[src/rtl/lockstep_pkg.sv]
// Shared types and helpers for the lockstep comparator: checker state encoding
// and a dynamic-index lane extractor used by the first-divergence capture mux.
package lockstep_pkg;

    // Upper bounds for the lane-slice helper; buses and lanes must fit inside them.
    localparam int MAX_BUS_W  = 4096;
    localparam int MAX_LANE_W = 128;

    typedef enum logic [1:0] {
        ST_WARMUP  = 2'd0,
        ST_ARMED   = 2'd1,
        ST_TRIPPED = 2'd2
    } lockstep_state_e;

    function automatic logic [MAX_LANE_W-1:0] laneSlice(
        input logic [MAX_BUS_W-1:0] bus,
        input logic [31:0]          lane,
        input logic [31:0]          laneW
    );
        logic [MAX_BUS_W-1:0] shifted;
        shifted = bus >> (lane * laneW);
        return shifted[MAX_LANE_W-1:0];
    endfunction

endpackage

[src/rtl/lockstep_first_lane.sv]
// Lowest-index priority encoder over the per-lane difference flags; picks the
// lane whose values are captured when the checker first trips.
module lockstep_first_lane
    import lockstep_pkg::*;
#(
    parameter int NLANES = 9,
    parameter int IDX_W  = 4
) (
    input  logic [NLANES-1:0] req_i,
    output logic [IDX_W-1:0]  idx_o,
    output logic              found_o
);

    // Scanning downward lets the lowest set lane win the last assignment.
    always_comb begin
        idx_o   = '0;
        found_o = 1'b0;
        for (int k = NLANES - 1; k >= 0; k--) begin
            if (req_i[k]) begin
                idx_o   = IDX_W'(k);
                found_o = 1'b1;
            end
        end
    end

endmodule

[src/rtl/lockstep_compare_n.sv]
// Lane-wise lockstep checker between a golden model and a candidate bus, with
// warm-up window, sticky error, saturating counts and first-divergence capture.
module lockstep_compare_n
    import lockstep_pkg::*;
#(
    parameter int LANE_W = 32,
    parameter int NLANES = 9,
    parameter int WARMUP = 2,
    parameter int CNT_W  = 32,
    parameter int ERR_W  = 16,
    localparam int BUS_W = NLANES * LANE_W,
    localparam int IDX_W = (NLANES > 1) ? $clog2(NLANES) : 1
) (
    input  logic               clk,
    input  logic               reset,
    input  logic               valid,
    input  logic [BUS_W-1:0]   gold_in,
    input  logic [BUS_W-1:0]   dut_in,
    input  logic [NLANES-1:0]  lane_mask,
    input  logic               stop_on_first,
    input  logic               clear,
    output logic [BUS_W-1:0]   out_data,
    output logic               out_valid,
    output logic               mismatch,
    output logic [NLANES-1:0]  mismatch_lanes,
    output logic               error,
    output logic [IDX_W-1:0]   first_lane,
    output logic [CNT_W-1:0]   first_cycle,
    output logic [LANE_W-1:0]  first_gold,
    output logic [LANE_W-1:0]  first_dut,
    output logic [ERR_W-1:0]   err_count,
    output logic [1:0]         state
);

    lockstep_state_e    state_q, state_d;
    logic [7:0]         warmLeft_q, warmLeft_d;
    logic [CNT_W-1:0]   sampleCnt_q, sampleCnt_d;
    logic [BUS_W-1:0]   outData_q;
    logic               outValid_q;
    logic               mismatch_q, mismatch_d;
    logic [NLANES-1:0]  lanes_q, lanes_d;
    logic               error_q, error_d;
    logic [IDX_W-1:0]   firstLane_q, firstLane_d;
    logic [CNT_W-1:0]   firstCycle_q, firstCycle_d;
    logic [LANE_W-1:0]  firstGold_q, firstGold_d;
    logic [LANE_W-1:0]  firstDut_q, firstDut_d;
    logic [ERR_W-1:0]   errCount_q, errCount_d;

    logic [NLANES-1:0]  diff;
    logic [IDX_W-1:0]   firstIdx;
    logic               anyDiff;
    logic [LANE_W-1:0]  goldSel, dutSel;

    for (genvar k = 0; k < NLANES; k++) begin : g_cmp
        assign diff[k] = valid & lane_mask[k] &
                         (gold_in[k*LANE_W +: LANE_W] != dut_in[k*LANE_W +: LANE_W]);
    end

    lockstep_first_lane #(
        .NLANES (NLANES),
        .IDX_W  (IDX_W)
    ) u_firstLane (
        .req_i   (diff),
        .idx_o   (firstIdx),
        .found_o (anyDiff)
    );

    assign goldSel = LANE_W'(laneSlice(MAX_BUS_W'(gold_in), 32'(firstIdx), 32'(LANE_W)));
    assign dutSel  = LANE_W'(laneSlice(MAX_BUS_W'(dut_in),  32'(firstIdx), 32'(LANE_W)));

    // Clear re-arms without warm-up and swallows its own sample; otherwise only
    // valid samples advance counters, and diffs matter only once armed.
    always_comb begin
        state_d      = state_q;
        warmLeft_d   = warmLeft_q;
        sampleCnt_d  = sampleCnt_q;
        mismatch_d   = 1'b0;
        lanes_d      = '0;
        error_d      = error_q;
        firstLane_d  = firstLane_q;
        firstCycle_d = firstCycle_q;
        firstGold_d  = firstGold_q;
        firstDut_d   = firstDut_q;
        errCount_d   = errCount_q;

        if (clear) begin
            state_d      = ST_ARMED;
            warmLeft_d   = '0;
            sampleCnt_d  = '0;
            error_d      = 1'b0;
            firstLane_d  = '0;
            firstCycle_d = '0;
            firstGold_d  = '0;
            firstDut_d   = '0;
            errCount_d   = '0;
        end else if (valid) begin
            if (sampleCnt_q != '1) begin
                sampleCnt_d = sampleCnt_q + CNT_W'(1);
            end
            case (state_q)
                ST_WARMUP: begin
                    warmLeft_d = warmLeft_q - 8'd1;
                    if (warmLeft_q <= 8'd1) begin
                        state_d = ST_ARMED;
                    end
                end
                ST_ARMED: begin
                    mismatch_d = anyDiff;
                    lanes_d    = diff;
                    if (anyDiff) begin
                        state_d      = ST_TRIPPED;
                        error_d      = 1'b1;
                        firstLane_d  = firstIdx;
                        firstCycle_d = sampleCnt_q;
                        firstGold_d  = goldSel;
                        firstDut_d   = dutSel;
                        errCount_d   = ERR_W'(1);
                    end
                end
                ST_TRIPPED: begin
                    mismatch_d = anyDiff;
                    lanes_d    = diff;
                    if (anyDiff && !stop_on_first && (errCount_q != '1)) begin
                        errCount_d = errCount_q + ERR_W'(1);
                    end
                end
                default: begin
                    state_d = ST_ARMED;
                end
            endcase
        end
    end

    // Output data/valid follow the golden bus every cycle, independent of state.
    always_ff @(posedge clk) begin
        if (reset) begin
            state_q      <= (WARMUP == 0) ? ST_ARMED : ST_WARMUP;
            warmLeft_q   <= 8'(WARMUP);
            sampleCnt_q  <= '0;
            outData_q    <= '0;
            outValid_q   <= 1'b0;
            mismatch_q   <= 1'b0;
            lanes_q      <= '0;
            error_q      <= 1'b0;
            firstLane_q  <= '0;
            firstCycle_q <= '0;
            firstGold_q  <= '0;
            firstDut_q   <= '0;
            errCount_q   <= '0;
        end else begin
            state_q      <= state_d;
            warmLeft_q   <= warmLeft_d;
            sampleCnt_q  <= sampleCnt_d;
            outData_q    <= gold_in;
            outValid_q   <= valid;
            mismatch_q   <= mismatch_d;
            lanes_q      <= lanes_d;
            error_q      <= error_d;
            firstLane_q  <= firstLane_d;
            firstCycle_q <= firstCycle_d;
            firstGold_q  <= firstGold_d;
            firstDut_q   <= firstDut_d;
            errCount_q   <= errCount_d;
        end
    end

    assign out_data       = outData_q;
    assign out_valid      = outValid_q;
    assign mismatch       = mismatch_q;
    assign mismatch_lanes = lanes_q;
    assign error          = error_q;
    assign first_lane     = firstLane_q;
    assign first_cycle    = firstCycle_q;
    assign first_gold     = firstGold_q;
    assign first_dut      = firstDut_q;
    assign err_count      = errCount_q;
    assign state          = state_q;

endmodule
[config.mk]
export PLATFORM = sky130hd
export DESIGN_NAME = lockstep_compare_n
export DESIGN_NICKNAME = d
export VERILOG_FILES = /design/src/rtl/lockstep_pkg.sv /design/src/rtl/lockstep_first_lane.sv /design/src/rtl/lockstep_compare_n.sv
export SDC_FILE = /design/constraint.sdc
export NUM_CORES = 1
export LEC_CHECK = 0
export CORE_AREA = 2 2 396 398
export DETAILED_ROUTE_END_ITERATION = 16
export DIE_AREA = 0 0 398 400
export GPL_TIMING_DRIVEN = 0
export PLACE_DENSITY = 0.38
export SYNTH_ARGS = -nofsm -noshare
export SYNTH_HDL_FRONTEND = slang
export SYNTH_SLANG_ARGS = --single-unit
export TNS_END_PERCENT = 1
[constraint.sdc]
create_clock -name clk -period 3.2 [get_ports clk]
set_input_delay 0.48 -clock clk [delete_from_list [all_inputs] [get_ports clk]]
set_output_delay 0.48 -clock clk [all_outputs]
set_load 0.005 [all_outputs]
==> results of run 1 <==
==> synthesized netlist by cell type (4+ instances only) <==
master    instances
buf_2            42
a21o_1           31
nand3_1          55
nor4_1           87
o211ai_1          4
xor2_1          217
and4_1            6
mux2_2           27
a21oi_1          88
o21ai_1          11
buf_6             4
ha_1              7
o21ai_0          35
mux2i_1           4
inv_1            42
nand2_1         129
o32ai_1          31
nand4_1          43
o311ai_0         29
buf_4             5
o41ai_2          29
a21boi_1         15
o211ai_2          4
or3_1            15
xnor2_1         111
clkbuf_1        138
a211oi_1        156
o211a_1           4
buf_1             8
and2_1            4
a31oi_1           5
a21boi_0        110
nor3_1          106
nor2_1          100
o311ai_1          5
and3_1           43
dfxtp_1         458
or4_1            35
nor2b_1         258
==> critical path, stage by stage <==
cell and delay (ns):
dlygate4sd2_1 0.34, xor2_1 0.21, nor4_2 0.40, nand4_1 0.31, o211a_4 0.35, a211oi_4 0.26, o21a_4 0.23, nor2_4 0.05
buf_12 0.15, buf_16 0.16, buf_16 0.16, buf_8 0.16, a211oi_4 0.45, o41ai_2 0.10
==> worst max-delay path by stage <==
stage,endpoint,start,cells after the start,slack (ns)
floorplan,first_gold[29],gold_in[253],11,0.51
global placement,first_gold[15],valid,9,-3.58
detailed placement,first_gold[29],valid,10,-3.51
CTS,state[0],dut_in[211],12,-0.11
global route,first_dut[28],dut_in[138],14,-0.03
finish,first_dut[3],gold_in[97],14,-0.09
==> report_power, final <==
group          total [mW]  internal [mW]  switching (mW)  leakage (nW)
Sequential           6.01           5.93          0.0737          3.77
Clock                7.39           4.36            3.04          1.02
Combinational        4.66           1.89            2.77          11.2
==> area by class of cell <==
class / instances / share of cell area, %
tap: 2058 / 6.168
inverter: 42 / 0.3776
clock buffer: 81 / 4.076
sequential: 458 / 21.96
clock inverter: 25 / 0.8991
antenna: 18 / 0.1079
multi-input combinational: 1841 / 36.50
timing repair buffer: 1090 / 26.64
buffer: 197 / 3.267
==> cell usage in the layout (no fill, tap or decap), drive strengths merged, types with 102 or more instances in the layout <==
cell / synthesis / routed
clkdlybuf4s50: 0 / 689
dfxtp: 458 / 458
nor2b: 258 / 258
clkbuf: 138 / 222
xor2: 217 / 217
dlymetal6s2s: 0 / 188
buf: 59 / 162
a211oi: 158 / 158
nand2: 129 / 129
a21boi: 125 / 125
xnor2: 111 / 111
nor3: 106 / 106
dlygate4sd2: 0 / 105
nor2: 102 / 102
==> per-layer routing <==
layer  part of all wire [%]  routed length (um)  global-route usage (%)
met3                    8.6               19120                   8.707
met2                     47              103400                   44.58
met5                   0.24                 522                       0
met1                     41               91260                   32.74
met4                    3.4                7650                   6.791
==> kinds of logic (layout without fill, tap and decap cells) <==
group | count (synthesis) | after routing
other cells | 0 | 18
mux | 33 | 33
buf+inv | 239 | 1435
fa+ha+maj | 7 | 7
simple gates | 893 | 893
xor+xnor | 328 | 328
flops | 458 | 458
compound gates | 580 | 580
==> registers in the layout, indices dropped and copies added (netlist names) <==
register / count
state: 2
warmLeft_q: 8
first_cycle: 32
first_dut: 32
mismatch: 1
sampleCnt_q: 32
first_lane: 4
out_data: 288
err_count: 16
mismatch_lanes: 9
out_valid: 1
error: 1
first_gold: 32
==> timing repair <==
item / in CTS / in global routing
pin swaps: 65 / 102
resized for setup: 617 / 454
gates cloned: 1 / 4
hold endpoints to repair: 0 / 0
buffers inserted: 31 / 21
hold buffers: 0 / 0
setup endpoints to repair: 156 / 123
==> per-stage QoR <==
stage	hold WS (ns)	setup TNS, ns	setup WS [ns]
5_1_grt	0.1005	-0.3013	-0.02600
3_5_place_dp	0.4463	-378.66	-3.507
3_3_place_gp	0.4440	-413.09	-3.583
6_report	0.1103	-0.9462	-0.09126
4_1_cts	0.1992	-3.487	-0.1108
2_1_floorplan	0.4459	0	0.5102
==> reports/metrics.cfg, run 1 <==
[detailed_routing]
viasPerCell=4.460
drtIter0Drc=1825
routed-via-count=25913
drc=0
drtPass1Iterations=7
postRouteAntennaNets=0
wl_per_cell_um=38.20
routed_wl_um=221900

[worst_setup_path]
crit_type=input port to flop
worstPathRequired_ns=3.74
arrival_ns=3.83
ff2ff_setup_slack_ns=0.36
endpoint_kind=flop
cp_max_fo=6
worstSetupStartpointType=input port
worstReg2RegEnd=first_dut[30]
reg2reg_depth=10
regToRegStartpoint=state[1]

[synthesis]
synth.avg_cell_area_sq_um=9.010
synth_top_family_by_area=simple AND/OR/NAND/NOR gates
synth_edf_count=0
synth_top_area_share_pct=40.09
yosysUniqueCellTypes=67
synth_xor_area_share_pct=12.56
ys_seq_area_share_pct=40.09
synth_ff_type=dfxtp_1
synth_area_leaders=dfxtp_1 40%, xor2_1 8.3%, nor2b_1 7.1%
async_flop_share_pct=0
synth_nets=3135
synth_fa_ha_area_share_pct=0.3830
synth_area_sq_um=22870
syn_inst=2538
synth-compound-area-share_pct=19.52
synthSimpleGateAreaFrac_pct=21.48
muxShareOfSynthArea_pct=1.603
ys_ff_latch=458
yosysWarnings=0
synth_area_leader_cell=dfxtp_1

[power_and_ir_drop]
p_leak_nw=15.96
power_density_nw_per_um2=432.5
power_mw=18.06
ir_drop_mv=0.4371

[clock_tree]
htree_levels=2
numCtsBuffers=61
cts_tree=done
clk_latency_ns=0.69
cts_num_sinks=458
root_buffer=clkbuf_16
clk_pin_slew_ns=0.06
clockBufferDepth=3

[die]
die_area_sq_um=159200
initial_core_util_pct=14.74
coreArea_sq_um=155100
fp.dieW_um=398
pin_count=1008
row_count=145
chipHeight_um=400

[placement]
port_buffers=1007
dpl_cell_area_sq_um=35760
dp_hpwl_um=191700
placedCellCount=5629
gp_congestion=0.9624

[run]
maxCapViolations=0

[layout]
post-route-util_pct=26.91
seq_area_sq_um=9169
final_cells=5810
fill_cells=16724
area_delta_synth_final_pct=82.56
fin_area_sq_um=41750
final_nets=4288
layout-drive-gt1-share_pct=18.77
multi_input_area_sq_um=15240

[sta]
fin_crit_sh_pct=102.9
setup_ws_ns=-0.09126
rsz0062_at_grt=yes
maxSlewHeadroom_pct=7.734
hold_viol_final=0
finalCriticalPeriod_ns=3.291
fmax_mhz=303.8
skew_ns=0.04036
setup_viol=33
final_max_slew_viol_count=0
worst_slew_pin_slew_ns=1.384

[status]
status=finished with violations
violations=negative setup slack

[worst_hold_path]
holdCritStartpoint=gold_in[244]
min_to=out_data[244]
hold_depth=3
hp-class=input port to flop

[global_routing]
grt_max_degree=17
overflow=0
grt_pass1_vias=25559
grt_pass1_wl_um=276100
grt_antenna_before_repair=107
grt.total_usage_pct=26.65

(Power assumes the default switching activity.)
==> run 2: changes to the inputs <==
Settings changed: MAX_ROUTING_LAYER set to met4.
==> reports/metrics.cfg, run 2 (synthesis results as in run 1) <==
[worst_setup_path]
crit_type=input port to flop  ; unchanged
ff2ff_setup_slack_ns=0.36  ; about the same
critPathSlowestCell=dlygate4sd2_1  ; was a211oi_4
crit_family=compound AO/OA/AOI/OAI gates  ; unchanged
crit_chain=dlygate4sd2_1 -> xor2_1 -> nor4_1 -> nand4_1 -> buf_4 -> o211a_4 -> a211oi_4 -> o21a_4 -> buf_8 -> buf_6 -> nor3_1 -> a211oi_4 -> o32ai_1  ; was dlygate4sd2_1 -> xor2_1 -> nor4_2 -> nand4_1 -> o211a_4 -> a211oi_4 -> o21a_4 -> nor2_4 -> buf_12 -> buf_16 -> buf_16 -> buf_8 -> a211oi_4 -> o41ai_2
cp_max_fo=10  ; was 6
regToRegStartpoint=state[1]  ; unchanged
worstPathRequired_ns=3.74  ; about the same
slowest_delay_ns=0.66  ; was 0.45 ns
endpoint_kind=flop  ; unchanged
cp_common_cell=a211oi_4
worstSetupStartpointType=input port  ; unchanged
cp.buffers_inverters=4  ; was 5
crit_start=gold_in[189]  ; was gold_in[97]
arrival_ns=4.07  ; was 3.83 ns

[status]
violations=negative setup slack  ; unchanged
status=finished with violations  ; unchanged

[placement]
dp_hpwl_um=191800  ; was 191700 um
gp_congestion=0.9627  ; was 0.9624
port_buffers=1007  ; unchanged

[sta]
maxSlewHeadroom_pct=3.076  ; was 7.734%
skew_ns=0.03616  ; was 0.04036 ns
rsz0062_at_grt=yes  ; unchanged
setup_viol=105  ; was 33
setup_ws_ns=-0.3366  ; was -0.09126 ns
finalCriticalPeriod_ns=3.537  ; was 3.291 ns
final_max_slew_viol_count=0  ; unchanged
fmax_mhz=282.8  ; was 303.8 MHz
setup_tns_ns=-14.77  ; was -0.9462 ns
fin_crit_sh_pct=110.5  ; was 102.9%
hold_viol_final=0  ; unchanged
worst_slew_pin_slew_ns=1.454  ; was 1.384 ns

[detailed_routing]
drtPass1Iterations=5  ; was 7
viasPerCell=4.405  ; was 4.460
routed-via-count=25714  ; was 25913
postRouteAntennaNets=0  ; unchanged
drc=0  ; unchanged
drtIter0Drc=1836  ; was 1825
wl_per_cell_um=37.91  ; was 38.20 um
routed_wl_um=221300  ; was 221900 um

[die]
die_area_sq_um=159200  ; unchanged
row_count=145  ; unchanged
chipHeight_um=400  ; unchanged
fp.dieW_um=398  ; unchanged
initial_core_util_pct=14.74  ; unchanged
coreArea_sq_um=155100  ; unchanged
pin_count=1008  ; unchanged

[layout]
final_nets=4268  ; was 4288
seq_area_sq_um=9169  ; unchanged
area_delta_synth_final_pct=78.19  ; was 82.56%
layout-drive-gt1-share_pct=16.24  ; was 18.77%
final_cell_mix=875 x clkdlybuf4s50_1, 458 x dfxtp_1, 258 x nor2b_1  ; was 689 x clkdlybuf4s50_1, 458 x dfxtp_1, 258 x nor2b_1
final_common_cell=clkdlybuf4s50_1  ; unchanged
multi_input_area_sq_um=14730  ; was 15240 sq um
largest_reg_flops=288  ; unchanged
fill_cells=16870  ; was 16724

[power_and_ir_drop]
ir_drop_mv=0.3839  ; was 0.4371 mV
power_switching_share_pct=31.93  ; was 32.55%
internal_power_mw=12.63  ; was 12.18 mW
power_density_nw_per_um2=455.3  ; was 432.5 nW/um^2
power_mw=18.55  ; was 18.06 mW
power_frac_seq_pct=32.4  ; was 33.3%
p_leak_nw=14.09  ; was 15.96 nW
power_frac_comb_pct=24.1  ; was 25.8%
switching_power_mw=5.924  ; was 5.877 mW
clkPwrFrac_pct=43.5  ; was 40.9%

[clock_tree]
htree_levels=3  ; was 2
cts_num_sinks=458  ; unchanged
root_buffer=clkbuf_16  ; unchanged
ctsHoldBuffers=0  ; unchanged
clk_pin_slew_ns=0.08  ; was 0.06 ns
clockBufferDepth=3  ; unchanged
numCtsBuffers=66  ; was 61
cts_tree=done  ; unchanged
clk_latency_ns=0.71  ; was 0.69 ns

[global_routing]
grt_antenna_before_repair=96  ; was 107
grt_pass1_wl_um=276200  ; was 276100 um
grt.total_usage_pct=27.58  ; was 26.65%
grt_pass1_vias=25802  ; was 25559
overflow=0  ; unchanged
grt_max_degree=12  ; was 17

[worst_hold_path]
holdCritStartpoint=gold_in[120]  ; was gold_in[244]
hp-class=input port to flop  ; unchanged

[run]
maxCapViolations=0  ; unchanged

==> run 2: cell count changes in the layout (fill, tap and decap cells not counted), sizes merged <==
cell,change
clkinv,+1
clkbuf,+2
buf,-43
clkdlybuf4s15,+1
dlygate4sd2,+17
clkdlybuf4s50,+186
dlymetal6s2s,-181
diode,+42
bufinv,+2
==> run 2: metrics by stage <==
| stage | instances | area (sq um) | worst slack [ns] | hold slack [ns] | util (%) |
|---|---|---|---|---|---|
| global placement | 5603 | 35520 | -3.660 | 0.4418 | 22.90 |
| CTS | 5777 | 40440 | -0.1108 | 0.2288 | 26.07 |
| global route | 5826 | 40720 | -0.2656 | 0.09485 | 26.25 |
| floorplan | 2538 | 22870 | 0.5102 | 0.4459 | - |
| finish | 5837 | 40750 | -0.3366 | 0.08732 | 26.27 |
| detailed placement | 5629 | 35760 | -3.395 | 0.4497 | 23.06 |
==> run 2: area by class of cell <==
type	instances	area share (%)
multi-input cells	1841	36.16
repair buffers	1065	25.58
flip-flops and latches	458	22.50
well taps	2058	6.319
clock buffers	88	4.557
plain buffers	197	3.040
clock inverters	28	1.090
inverters	42	0.3869
diodes	60	0.3685
==> run 2: metal layers <==
layer	part of all wire, %	routed length (um)	global-route usage [%]
met5	0	0	-
met4	3.2	6976	7.109
met3	8.7	19150	9.256
met2	47	103900	44.69
met1	41	91230	32.59
==> run 2: path summary, 6_finish.rpt <==
| check | endpoint | depth (start not counted) |
|---|---|---|
| max | first_gold[19] | 13 |
| min | out_data[120] | 2 |
| max reg2reg | first_gold[16] | 9 |
| min reg2reg | first_cycle[29] | 2 |
==> run 2: power by group through the flow <==
stage	clock [mW]	sequential, mW	combinational (mW)
after floorplan	0	6.15	1.22
after global placement	0	6.13	3.99
after detailed placement	0	6.13	3.99
after CTS	8.30	6.01	4.43
after global routing	8.47	6.02	4.61
final	8.07	6.01	4.47
==> run 2: timing repair <==
action,4_1_cts,5_1_grt
endpoints found under the setup margin,156,120
resized for setup,612,69
setup buffers,32,0
endpoints found under the hold margin,0,0
pin swaps,75,16
